### config.mk
export PLATFORM = sky130hd
export DESIGN_NAME = sr_latch_pulse_ctrl_flat
export DESIGN_NICKNAME = d
export VERILOG_FILES = /design/src/rtl/sr_latch_pulse_ctrl_if.sv /design/src/rtl/sr_latch_pulse_ctrl.sv /design/src/flat_wrapper.sv
export SDC_FILE = /design/constraint.sdc
export NUM_CORES = 1
export LEC_CHECK = 0
export ABC_AREA = 0
export CORE_AREA = 2 2 39 41
export DETAILED_ROUTE_END_ITERATION = 10
export DIE_AREA = 0 0 41 43
export GPL_ROUTABILITY_DRIVEN = 0
export HOLD_SLACK_MARGIN = 0.05
export PLACE_DENSITY = 0.69
export SETUP_SLACK_MARGIN = 0.4
export SYNTH_ARGS = -nofsm -noshare
export SYNTH_HDL_FRONTEND = slang
export SYNTH_SLANG_ARGS = --single-unit
### constraint.sdc
create_clock -name clk -period 5.5 [get_ports clk]
set_clock_uncertainty 0.2 [all_clocks]
set_input_delay 0.825 -clock clk [delete_from_list [all_inputs] [get_ports clk]]
set_output_delay 0.825 -clock clk [all_outputs]
set_load 0.005 [all_outputs]
### src/rtl/sr_latch_pulse_ctrl_if.sv
// sr_latch_pulse_ctrl_if: requester handshake plus latch drive/status bundle.
// q_in and chk_err exist only when SR_READBACK_CHECK_EN is defined.
interface sr_latch_pulse_ctrl_if;
   logic set_req, clr_req, set_ack, clr_ack, S, R, busy, q_exp, q_exp_valid;
`ifdef SR_READBACK_CHECK_EN
   logic q_in, chk_err;
   modport master(
      output set_req, clr_req, q_in,
      input  set_ack, clr_ack, S, R, busy, q_exp, q_exp_valid, chk_err
   );
   modport slave(
      input  set_req, clr_req, q_in,
      output set_ack, clr_ack, S, R, busy, q_exp, q_exp_valid, chk_err
   );
`else
   modport master(
      output set_req, clr_req,
      input  set_ack, clr_ack, S, R, busy, q_exp, q_exp_valid
   );
   modport slave(
      input  set_req, clr_req,
      output set_ack, clr_ack, S, R, busy, q_exp, q_exp_valid
   );
`endif
endinterface

### src/rtl/sr_latch_pulse_ctrl.sv
// sr_latch_pulse_ctrl: arbitrated S/R pulse sequencer for a NOR SR latch, never drives S=R=1.
// Optional SR_READBACK_CHECK_EN adds a q_in readback compare with sticky chk_err.
module sr_latch_pulse_ctrl #(
   parameter int PULSE_CYCLES  = 2,
   parameter int SETTLE_CYCLES = 2,
   parameter int CNT_W         = 4
) (
   input logic clk,
   input logic rst_n,
   sr_latch_pulse_ctrl_if.slave bus
);
   typedef enum logic [1:0] {IDLE, PULSE, SETTLE} state_t;
   localparam logic [CNT_W-1:0] P_LAST = CNT_W'(PULSE_CYCLES - 1);
   localparam logic [CNT_W-1:0] S_LAST = CNT_W'(SETTLE_CYCLES - 1);
   state_t state, state_n;
   logic [CNT_W-1:0] cnt, cnt_n;
   logic s, s_n, r, r_n, op_set, op_set_n, last_set, last_set_n, q, q_n, qv, qv_n;
   logic gs, gc, done;
   // last_set=0 means the clear requester won last, so set takes the first tie
   assign gs   = rst_n && state == IDLE && bus.set_req && !(bus.clr_req && last_set);
   assign gc   = rst_n && state == IDLE && bus.clr_req && !gs;
   assign done = cnt == '0;
   always_comb begin
      state_n    = state;
      cnt_n      = cnt;
      s_n        = s;
      r_n        = r;
      op_set_n   = op_set;
      last_set_n = last_set;
      q_n        = q;
      qv_n       = qv;
      case (state)
         IDLE: if (gs || gc) begin
            state_n  = PULSE;
            cnt_n    = P_LAST;
            s_n      = gs;
            r_n      = gc;
            op_set_n = gs;
            if (bus.set_req && bus.clr_req) last_set_n = gs;
         end
         PULSE: if (done) begin
            state_n = SETTLE;
            if (SETTLE_CYCLES == 0) state_n = IDLE;
            cnt_n = S_LAST;
            s_n   = 1'b0;
            r_n   = 1'b0;
            q_n   = op_set;
            qv_n  = 1'b1;
         end else cnt_n = cnt - CNT_W'(1);
         default: if (done) state_n = IDLE; else cnt_n = cnt - CNT_W'(1);
      endcase
   end
   always_ff @(posedge clk or negedge rst_n)
      if (!rst_n) begin
         state    <= IDLE;
         cnt      <= '0;
         s        <= 1'b0;
         r        <= 1'b0;
         op_set   <= 1'b0;
         last_set <= 1'b0;
         q        <= 1'b0;
         qv       <= 1'b0;
      end else begin
         state    <= state_n;
         cnt      <= cnt_n;
         s        <= s_n;
         r        <= r_n;
         op_set   <= op_set_n;
         last_set <= last_set_n;
         q        <= q_n;
         qv       <= qv_n;
      end
   assign bus.set_ack     = gs;
   assign bus.clr_ack     = gc;
   assign bus.S           = s;
   assign bus.R           = r;
   assign bus.busy        = state != IDLE;
   assign bus.q_exp       = q;
   assign bus.q_exp_valid = qv;
`ifdef SR_READBACK_CHECK_EN
   if (SETTLE_CYCLES < 1) begin : g_bad_settle
      $error("SR_READBACK_CHECK_EN requires SETTLE_CYCLES >= 1");
   end
   logic err;
   // the latch has had the whole settle gap to resolve by the last settle cycle
   always_ff @(posedge clk or negedge rst_n)
      if (!rst_n) err <= 1'b0;
      else if (state == SETTLE && done && bus.q_in != q) err <= 1'b1;
   assign bus.chk_err = err;
`endif
endmodule

### src/flat_wrapper.sv
// flat-port wrapper written by rule: the top's interface ports become plain ports
module sr_latch_pulse_ctrl_flat 
#(
   parameter int PULSE_CYCLES  = 2,
   parameter int SETTLE_CYCLES = 2,
   parameter int CNT_W         = 4
)
  (clk, rst_n, bus_set_req, bus_clr_req, bus_set_ack, bus_clr_ack, bus_S, bus_R, bus_busy, bus_q_exp, bus_q_exp_valid);
  sr_latch_pulse_ctrl_if bus_i ();
  input logic clk;
  input logic rst_n;
  input wire logic [$bits(bus_i.set_req)-1:0] bus_set_req;
  input wire logic [$bits(bus_i.clr_req)-1:0] bus_clr_req;
  output wire logic [$bits(bus_i.set_ack)-1:0] bus_set_ack;
  output wire logic [$bits(bus_i.clr_ack)-1:0] bus_clr_ack;
  output wire logic [$bits(bus_i.S)-1:0] bus_S;
  output wire logic [$bits(bus_i.R)-1:0] bus_R;
  output wire logic [$bits(bus_i.busy)-1:0] bus_busy;
  output wire logic [$bits(bus_i.q_exp)-1:0] bus_q_exp;
  output wire logic [$bits(bus_i.q_exp_valid)-1:0] bus_q_exp_valid;
  assign bus_i.set_req = bus_set_req;
  assign bus_i.clr_req = bus_clr_req;
  assign bus_set_ack = bus_i.set_ack;
  assign bus_clr_ack = bus_i.clr_ack;
  assign bus_S = bus_i.S;
  assign bus_R = bus_i.R;
  assign bus_busy = bus_i.busy;
  assign bus_q_exp = bus_i.q_exp;
  assign bus_q_exp_valid = bus_i.q_exp_valid;
  sr_latch_pulse_ctrl #(.PULSE_CYCLES(PULSE_CYCLES), .SETTLE_CYCLES(SETTLE_CYCLES), .CNT_W(CNT_W)) u_core (.clk(clk), .rst_n(rst_n), .bus(bus_i));
endmodule
==> flow_summary.toml <==
[placement]
io_buffers = 10
placed_cells = 83
pre_cts_ws_ps = 1807
dp_hpwl_um = 812

[critical_path]
cp-start-kind = "primary input"
crit_path_max_fanout = 14
crit_path_end_kind = "output port"
critical_path_arrival_ps = 2660
worst-setup-path-type = "in -> out"
crit_required_ps = 4470

[flow_run]
max_cap_viol_count = 0

[synth]
synth_cells = 57
syn_area_um2 = 588.1
synth_area_per_cell_um2 = 10.32
yosysTopAreaCell = "dfrtp_1"
syn_nets = 62
yosysTopAreaCellShare = 0.5106
synth_cell_types = 27
synth.top_cells.by_count = "dfrtp_1 (12), a21oi_1 (5), nand2b_1 (5)"
synthFlopType = "dfrtp_1"
ys_ff_latch = 12
synth-edff-count = 0
synthArstFlopShare = 1.000
ys_top_cells_by_area = "dfrtp_1 (51%), nand2b_1 (5.3%), a21oi_1 (4.3%)"
yosys_warnings = 0
synth.most_common_cell = "dfrtp_1"
yosysSeqAreaShare = 0.5106

[clock_tree]
tritoncts.num_buffers = 3
cts-root-buf = "clkbuf_4"
cts_buffer_depth = 2
cts_setup_buffers = 0
post_cts_resized = 0
worstSkewPairLatency_ps = 260
cts_tree = "built"
clk_pin_slew_worst_paths_ps = 60
htreeDepth = 1
clock_sinks = 12
postCtsHoldBufs = 0

[route]
wl_per_cell_um = 12.14
dr.pass1.iters = 4
drt_iter0_drc = 4
vias_per_cell = 5.488
vias = 472
antenna_left = 0
drt_wl_total_um = 1044
drc = 0

[global_routing]
grt_max_degree = 15
grt_antenna_before_repair = 0
grt_usage = 0.1443
grt_pass1_wl_um = 1697
grt_pass1_vias = 427
overflow = 0

[floorplanning]
ios = 11
die_w_um = 41
core_area_um2 = 1384
dieArea_um2 = 1763
row_count = 14
start_util = 0.4250
fp.dieH_um = 43

[sta]
hold_viol_final = 0
finalCritPeriodShare = 0.6708
final.setup.tns_ps = 0
post-route-min-period_ps = 3689
finalWorstSetupSlack_ps = 1811
max_slew.worst_pin.slew_ps = 367.9
rsz0062_at_grt = "no"
setup_violations = 0
slew_headroom = 0.7542
max_freq_ghz = 0.2711
slew_violations = 0

[cells_and_area]
final_core_util = 0.5298
area_growth_pct = 24.68
stdcell_count = 86
drive_above_1_share = 0.07143
antenna-diode-count = 0
nets = 77

[pwr]
fin_total_pwr_mw = 0.4045
power.density_nw_per_um2 = 551.7
peakVddDrop_mv = 0.2276
leakagePower_nw = 0.3351

[status]
status = "complete, no violations"

[hold_path]
hp-class = "reg -> reg"
## metal layers
metal | vias up | global-route usage | share of wire
li1 | 232 | - | -
met1 | 223 | 0.1747 | 0.45
met2 | 13 | 0.2250 | 0.48
met3 | 4 | 0.03141 | 0.050
met4 | 0 | 0.08000 | 0.022
met5 | - | 0 | 0
## logic make-up after synthesis
group	after synthesis	share of synthesized area
compound gates	14	0.1638
simple gates	22	0.2192
flops	12	0.5106
fa+ha+maj	1	0.02127
xor+xnor	1	0.01490
mux	2	0.03617
buf+inv	5	0.03403
## worst max-delay path: stages
cell	delay, ps
clkdlybuf4s50_1	460
buf_4	200
nor3b_1	360
nand2_1	160
a21oi_1	140
clkdlybuf4s50_1	510
## cell usage in the layout, fill, tap and decap left out, types with 2 or more instances in the layout
| cell | count |
|---|---|
| a21oi_1 | 5 |
| and3_1 | 2 |
| clkbuf_4 | 3 |
| clkdlybuf4s50_1 | 10 |
| dfrtp_1 | 12 |
| inv_1 | 4 |
| nand2_1 | 3 |
| nand2b_1 | 5 |
| nor2_1 | 2 |
| nor3_1 | 2 |
| nor3b_1 | 3 |
| o21a_1 | 2 |
## power by group
group	leakage, nW	internal, mW	switching, mW
registers	0.143	0.131	0.0367
clock network	0.0138	0.0252	0.0235
logic	0.178	0.107	0.0810
## layout make-up
cell class / count / area [um^2]
fillers: 131 / 650.6
inverters: 4 / 15.01
repair buffers: 11 / 107.6
clock buffers: 3 / 22.52
flip-flops and latches: 12 / 300.3
well taps: 16 / 20.02
multi-input cells: 40 / 267.8
## stage by stage
step           cell area, um^2  hold WS (ps)
6_report                 733.2         290.6
2_1_floorplan            588.1         258.1
3_5_place_dp             710.7         272.5
3_3_place_gp             710.7         251.2
4_1_cts                  733.2         299.2
5_1_grt                  733.2         306.5
## state kept, by name, summed over array words and instances (netlist names)
register	count
u_core.cnt	4
u_core.state	2
u_core.bus.R	1
u_core.bus.S	1
u_core.bus.q_exp	1
u_core.bus.q_exp_valid	1
u_core.last_set	1
u_core.op_set	1
## final timing paths
kind | start | to | slack, ps | cells after the start
worst max-delay path | rst_n | bus_set_ack | 1810 | 6
worst min-delay path | u_core.bus.q_exp | u_core.bus.q_exp | 290 | 1
worst min register to register | u_core.bus.q_exp | u_core.bus.q_exp | 290 | 1
max in group asynchronous | rst_n | u_core.cnt[2] | 4280 | 2
worst max register to register | u_core.cnt[0] | u_core.cnt[1] | 3520 | 5
min in group asynchronous | rst_n | u_core.state[1] | 670 | 2
Power figures use the tool's default switching activity.
